## src/rtl/if_stage.sv

```systemverilog
// Instruction-fetch stage: program counter, ROM address drive and the IF/ID
// pipeline register, plus a sticky misaligned-redirect flag and a counter of
// instructions accepted into ID.

package riscv_pkg;
  parameter int unsigned XLEN = 32;
  // Canonical rv32i NOP: addi x0, x0, 0
  parameter logic [31:0] INSTR_NOP = 32'h0000_0013;
endpackage

module if_stage #(
  parameter int unsigned     XLEN     = riscv_pkg::XLEN,
  parameter logic [XLEN-1:0] RESET_PC = '0,
  parameter int unsigned     CNT_W    = 32
) (
  input  logic             clk,
  input  logic             rst,
  input  logic             stall_f,
  input  logic             stall_d,
  input  logic             flush_d,
  input  logic             redirect_valid,
  input  logic [XLEN-1:0]  redirect_pc,
  output logic [XLEN-1:0]  imem_addr,
  input  logic [31:0]      imem_rdata,
  output logic [XLEN-1:0]  pc_f,
  output logic [XLEN-1:0]  pc_d,
  output logic [XLEN-1:0]  pc_plus4_d,
  output logic [31:0]      instr_d,
  output logic             valid_d,
  output logic             misalign_err,
  output logic [CNT_W-1:0] fetch_count
);

  logic [XLEN-1:0] pc_plus4_f;
  logic [XLEN-1:0] redirect_target;
  logic            load_d;

  assign imem_addr       = pc_f;
  // Modulo-2^XLEN add: the top of the address space wraps to zero.
  assign pc_plus4_f      = pc_f + XLEN'(4);
  // Low two bits are dropped; a misaligned target is flagged, not trapped.
  assign redirect_target = {redirect_pc[XLEN-1:2], 2'b00};
  // D accepts a real instruction only when neither flushed nor stalled.
  assign load_d          = !flush_d && !stall_d;

  // Fetch PC: redirect beats stall, otherwise advance by one word.
  always_ff @(posedge clk or posedge rst) begin
    if (rst) begin
      pc_f <= RESET_PC;
    end else if (redirect_valid) begin
      pc_f <= redirect_target;
    end else if (!stall_f) begin
      pc_f <= pc_plus4_f;
    end
  end

  // IF/ID register: flush inserts a bubble and beats stall.
  always_ff @(posedge clk or posedge rst) begin
    if (rst) begin
      pc_d       <= '0;
      pc_plus4_d <= '0;
      instr_d    <= riscv_pkg::INSTR_NOP;
      valid_d    <= 1'b0;
    end else if (flush_d) begin
      pc_d       <= pc_f;
      pc_plus4_d <= pc_plus4_f;
      instr_d    <= riscv_pkg::INSTR_NOP;
      valid_d    <= 1'b0;
    end else if (!stall_d) begin
      pc_d       <= pc_f;
      pc_plus4_d <= pc_plus4_f;
      instr_d    <= imem_rdata;
      valid_d    <= 1'b1;
    end
  end

  // Sticky flag for any redirect whose target is not word aligned.
  always_ff @(posedge clk or posedge rst) begin
    if (rst) begin
      misalign_err <= 1'b0;
    end else if (redirect_valid && (redirect_pc[1:0] != 2'b00)) begin
      misalign_err <= 1'b1;
    end
  end

  // Debug counter of instructions accepted into ID; wraps naturally.
  always_ff @(posedge clk or posedge rst) begin
    if (rst) begin
      fetch_count <= '0;
    end else if (load_d) begin
      fetch_count <= fetch_count + CNT_W'(1);
    end
  end

endmodule

```

## config.mk

```make
export PLATFORM = sky130hd
export DESIGN_NAME = if_stage
export DESIGN_NICKNAME = d
export VERILOG_FILES = /design/src/rtl/if_stage.sv
export SDC_FILE = /design/constraint.sdc
export NUM_CORES = 1
export LEC_CHECK = 0
export BUFFER_PORTS_ARGS = -buffer_cell sky130_fd_sc_hd__buf_2
export CORE_MARGIN = 2
export CORE_UTILIZATION = 50
export DETAILED_ROUTE_END_ITERATION = 12
export PLACE_DENSITY = 0.82
export RECOVER_POWER = 25
export SETUP_SLACK_MARGIN = 0.4
export SLEW_MARGIN = 20
export SYNTH_ARGS = -nofsm -noshare
export SYNTH_HDL_FRONTEND = slang
export SYNTH_SLANG_ARGS = --single-unit
```

## constraint.sdc

```tcl
create_clock -name clk -period 5.7 [get_ports clk]
set_clock_uncertainty 0.2 [all_clocks]
set_input_delay 0.57 -clock clk [delete_from_list [all_inputs] [get_ports clk]]
set_output_delay 0.57 -clock clk [all_outputs]
set_load 0.02 [all_outputs]
```

Word-level counts from Yosys, hierarchy flattened
Index checks and enable logic that the tools add are counted.
{"block": "totals", "mem_count": 0, "latch_bits": 0, "wordCells": 26, "ramBits": 0, "out_inout_bits": 194, "mem_bits_ro": 0, "register_bits": 162}
{"block": "classes", "order_cmp": 0, "n_div": 0, "n_reduce_logical": 5, "n_shift": 0, "bitwise": 0, "n_eq_ne": 2, "addsub": 2, "mul": 0, "n_mux": 10}
{"cell": "$mux 32", "n": 8}
{"cell": "$add 32x1->32 const B", "n": 1}
{"cell": "$add 32x3->32 const B", "n": 1}
{"cell": "$ne 2x1->1 const B", "n": 2}
{"cell": "$logic_and 1x1->1", "n": 2}
{"cell": "$logic_not 1->1", "n": 2}
{"cell": "$mux 1", "n": 2}
{"cell": "$reduce_bool 2->1", "n": 1}

Depth between registers and ports, before layout
{"block": "depth", "ltp_word": 3, "depth_mapped": 7, "depth_no_buf": 6}

Least setup slack after synthesis
OpenSTA, ideal clock, no wires.
{"block": "synth_timing", "kind": "input port to flip-flop", "start": "in flush_d", "end": "reg fetch_count[22]", "t_arrival_ps": 1819, "required_time_ps": 5371, "setup_slack_ps": 3551, "path_buffers": 1, "cell_stages": 6, "setup_ps": 129, "path_cell_list": "buf_2 > nor2_1 > nand4_1 > nor2_1 > nand4_1 > xnor2_1"}
{"block": "synth_between", "elab_chain_cells": 2}
{"element": "start: declaration", "line_no": "20", "text": "input logic flush_d,"}
{"element": "$logic_not 1->1", "line_no": "44", "text": "assign load_d = !flush_d && !stall_d;"}
{"element": "$logic_and 1x1->1", "line_no": "44"}
{"element": "end signal: assignment", "line_no": "91", "text": "fetch_count <= fetch_count + CNT_W'(1);"}
{"element": "end: declaration", "line_no": "31", "text": "output logic [CNT_W-1:0] fetch_count"}
No other way between the ends.
A chain may end at the register's enable or synchronous reset.

Worst setup path in the final report
{"block": "layout_timing", "start": "reg pc_f[3] (netlist: imem_addr[3])", "end": "reg pc_f[26] (netlist: imem_addr[26])"}
{"block": "layout_between", "elab_chain_cells": 3}
{"element": "start: declaration", "line_no": "25", "text": "output logic [XLEN-1:0] pc_f,"}
{"element": "start signal: assignment", "line_no": "51", "text": "pc_f <= redirect_target;"}
{"element": "start signal: assignment", "line_no": "53", "text": "pc_f <= pc_plus4_f;"}
{"element": "$add 32x3->32", "line_no": "40", "text": "assign pc_plus4_f = pc_f + XLEN'(4);"}
{"element": "$mux 32", "line_no": "52", "text": "end else if (!stall_f) begin"}
{"element": "$mux 32", "line_no": "50", "text": "end else if (redirect_valid) begin"}
No other way between the ends. The select of a mux whose other input is x is not followed.

==> flow_results.org <==
** Outcome
- Run status :: completed

** Global routing
- The number of global-route vias before repair was 5,866.
- Antenna violations before repair :: 0
- Global-route congestion overflow total :: 0
- Entering global routing, the biggest net connects around 110 pins.
- Global router's overall resource usage :: about 25%
- First-pass GRT wire length :: 31,060 um

** Critical path
- The critical path contains buffers and inverters numbering 0 combined.
- Slowest Stage Delay on Critical Path :: approximately 0.86 ns
- The worst setup path is captured at a flop.
- Ordered list of cells on the worst path :: ha_1 -> nand3_1 -> nor4_1 -> nand4_1 -> xor2_1 -> o21ai_0
- The cell family contributing the most delay on the critical path is simple AND/OR/NAND/NOR gates.
- For the worst setup path, the data required time is 5.82 ns.
- Crit path DAT :: about 2.8 ns
- The worst setup path is launched from a flop.
- Setup slack of the most critical reg-to-reg path :: just over 3 ns
- Worst Path Class, Setup :: flop to flop
- Maximum fanout encountered on the critical timing path :: 7
- The slowest stage of the critical path is the sky130_fd_sc_hd__nor4_1 cell.

** Yosys
- Count of mapped cells out of synthesis :: 760
- After synthesis, the share of flip-flops with an asynchronous set or reset is 100.0%.
- Summing every instance area after synthesis gives ~7400 um2.
- Each instance of the synthesized netlist takes up on average slightly below 10 um2.
- Sequential area share after synthesis :: a little over half
- The synthesized design contains 0 enable-type register cells.
- Flops & latches, synth :: 156
- Primary FF master, synth :: sky130_fd_sc_hd__dfrtp_1
- Number of warnings reported in the yosys synthesis log :: 0
- Post-synth cell types :: 44

** Clock tree
- Cell at the root of the clock tree :: sky130_fd_sc_hd__clkbuf_16
- The number of setup buffers added after CTS is 0.
- CTS-repair resized insts :: 0
- Hold Buf Count CTS :: 0
- At the later pin of the worst-skew pair, clock insertion delay measures between 0.4 and 0.5 ns.
- The H-tree was split into 4 levels.
- Clock input transition at the sequential cells of the worst setup and hold paths :: about 0.06 ns
- TritonCTS built the clock tree.
- Maximum buffer depth of the clock tree :: 2
- The clock drives ~160 sinks.
- The number of clock buffers added by TritonCTS is 17.

** Drt
- For this run, design rule violations remaining after detail routing come to 0.
- The first TritonRoute pass finished after 6 iterations.
- Count of routing violations after the opening detailed-route iteration :: 334
- Via-per-instance ratio :: about 5.3
- Post-route ant nets :: 0
- Total wire length :: roughly 19,000 um
- The routed layout has 6,096 vias.
- Wirelength per Cell :: 16.36 um

** STA
- Rel. slew slack :: approximately a quarter
- Setup tns final :: 0 ns
- Minimum clock period :: 2.651 ns
- Setup repair after global routing left no endpoint under its margin.
- Transition at the pin with the smallest max-transition slack :: roughly 1.1 ns
- Number of hold violations in the final report :: 0
- The final number of max-transition violations was 0.
- Final setup violation count :: 0
- Post-Route Hold Slack :: between 0.1 and 0.15 ns
- Timing would allow up to roughly 380 MHz.
- The worst path uses 46.52% of the clock period.

** Final layout
- Ratio of cells with drive above 1 in the final layout :: between 30% and 40%
- Final nets :: roughly 1,000
- # fillers :: between 1,000 and 1,500
- Commonest cells after routing, fill and taps aside :: sky130_fd_sc_hd__buf_2 (254), sky130_fd_sc_hd__nand2_1 (176), sky130_fd_sc_hd__dfrtp_1 (153), sky130_fd_sc_hd__o21ai_0 (51)
- Inserted Diodes :: 0
- Leaving out fill and tap cells, the most frequent cell in the layout is sky130_fd_sc_hd__buf_2.
- From synthesis to final layout, the design area changed by 23.13%.
- Share of the core filled with cells :: between 60% and 70%

** Placement
- After legalization and detailed placement, the total HPWL measured roughly 13,000 um.
- Port buffering added 255 buffers.
- Weighted congestion reported at the end of routability-driven placement :: 0.8376

** Pwr
- Leakage power figure :: between 0.004 and 0.005 uW
- IR analysis of the VDD net gives a maximum drop of ~0.00018 V.
- PwrDens :: 332.9 nW/um2

** Die
- Area of the die :: 15,800 um2
- After floorplanning, the core was divided into 44 placement rows.
- Placeable core region :: between 10,000 and 15,000 um2
- The initial utilization of the core area, before any placement, comes to roughly half.
- From left edge to right edge, the die measures ~130 um.
- Boundary Pins :: 264
- Die boundary height :: ~130 um

** Job
- Max-cap violations in this run came to 0.

** Hold path
- Path class of the lowest-slack min-delay path :: input pin to asynchronous set/reset pin
-- kinds of logic (layout without fill, tap and decap cells) --
| group | count (synthesis) | in the layout | share of synthesized area [%] |
|---|---|---|---|
| adder cells (fa/ha/maj) | 2 | 2 | 0.3378 |
| XOR/XNOR | 86 | 86 | 10.17 |
| flip-flops | 156 | 156 | 52.76 |
| multiplexers | 31 | 31 | 4.207 |
| buffers and inverters | 88 | 294 | 6.842 |
| AO/OA/AOI/OAI | 69 | 69 | 5.018 |
| other | 1 | 8 | 0.05064 |
| AND/OR/NAND/NOR | 327 | 327 | 20.61 |
-- state kept, by name (all words and copies together), names as in the netlist --
| name | flops |
|---|---|
| instr_d | 32 |
| pc_d | 30 |
| pc_plus4_d | 30 |
| fetch_count | 32 |
| misalign_err | 1 |
| valid_d | 1 |
| imem_addr | 30 |
-- synth_stat cells (7+ instances only) --
cell type	count	area [um2]
sky130_fd_sc_hd__nor3_1	7	35.03
sky130_fd_sc_hd__nand2_1	176	660.6
sky130_fd_sc_hd__nand3_1	31	155.2
sky130_fd_sc_hd__dfrtp_1	153	3829
sky130_fd_sc_hd__mux2i_1	30	300.3
sky130_fd_sc_hd__nor2_1	45	168.9
sky130_fd_sc_hd__and3_1	8	50.05
sky130_fd_sc_hd__o21ai_0	51	255.2
sky130_fd_sc_hd__xnor2_1	41	359.1
sky130_fd_sc_hd__buf_2	11	55.05
sky130_fd_sc_hd__buf_4	39	292.8
sky130_fd_sc_hd__nand4_1	22	137.6
sky130_fd_sc_hd__xor2_1	45	394.1
sky130_fd_sc_hd__clkbuf_1	31	116.4
sky130_fd_sc_hd__and4_1	9	78.83
sky130_fd_sc_hd__o21ai_1	7	35.03
sky130_fd_sc_hd__nor2b_1	9	56.30
-- final timing paths --
| path | startpoint | end | depth (start not counted) |
|---|---|---|---|
| worst max-delay path | imem_addr[3] | imem_addr[26] | 6 |
| worst max register to register | imem_addr[3] | imem_addr[26] | 6 |
| worst min register to register | pc_d[4] | pc_d[4] | 2 |
| min in group clk | redirect_pc[13] | imem_addr[13] | 3 |
| max in group asynchronous | rst | pc_plus4_d[13] | 3 |
| worst min-delay path | rst | fetch_count[31] | 2 |
-- per-layer routing --
metal / wire [um] / global-route usage, % / up-vias / part of all wire (%)
met5: 0 / 0 / - / 0
met3: 1504 / 5.990 / 27 / 7.9
met1: 7914 / 32.72 / 2906 / 42
li1: - / - / 2875 / -
met2: 9185 / 39.90 / 288 / 49
met4: 324 / 7.516 / 0 / 1.7
-- report_power, final --
group / switching, uW / internal [uW] / total (uW)
clock network: 458 / 688 / 1150
registers: 123 / 1210 / 1340
logic: 362 / 191 / 553
-- final cells by class --
class                           instances  area [um2]  share of cell area [%]
Multi-Input combinational cell        523        3033                   33.26
Inverter                                3       18.77                  0.2058
Tap cell                              184       230.2                   2.525
Timing Repair Buffer                  260        1333                   14.61
Clock inverter                         14       171.4                   1.880
Clock buffer                           17       425.4                   4.665
Sequential cell                       156        3908                   42.85
-- stage by stage --
stage	instances	total power [uW]	cell area (um2)	setup slack [ns]
after floorplan	767	1713	7432	0.7285
after global placement	1125	1891	8493	2.612
after detailed placement	1125	1909	8493	2.536
after CTS	1156	3060	9090	2.998
final	1157	3036	9119	3.049
after global routing	1157	3179	9119	2.856
-- worst reg2reg max path, delay by kind of cell (launching register included) --
family	cells	cell delay, ns
fa+ha+maj	1	0.30
compound gates	1	0.15
flops	1	0.47
xor+xnor	1	0.18
simple gates	3	1.27
(Power assumes the default switching activity.)
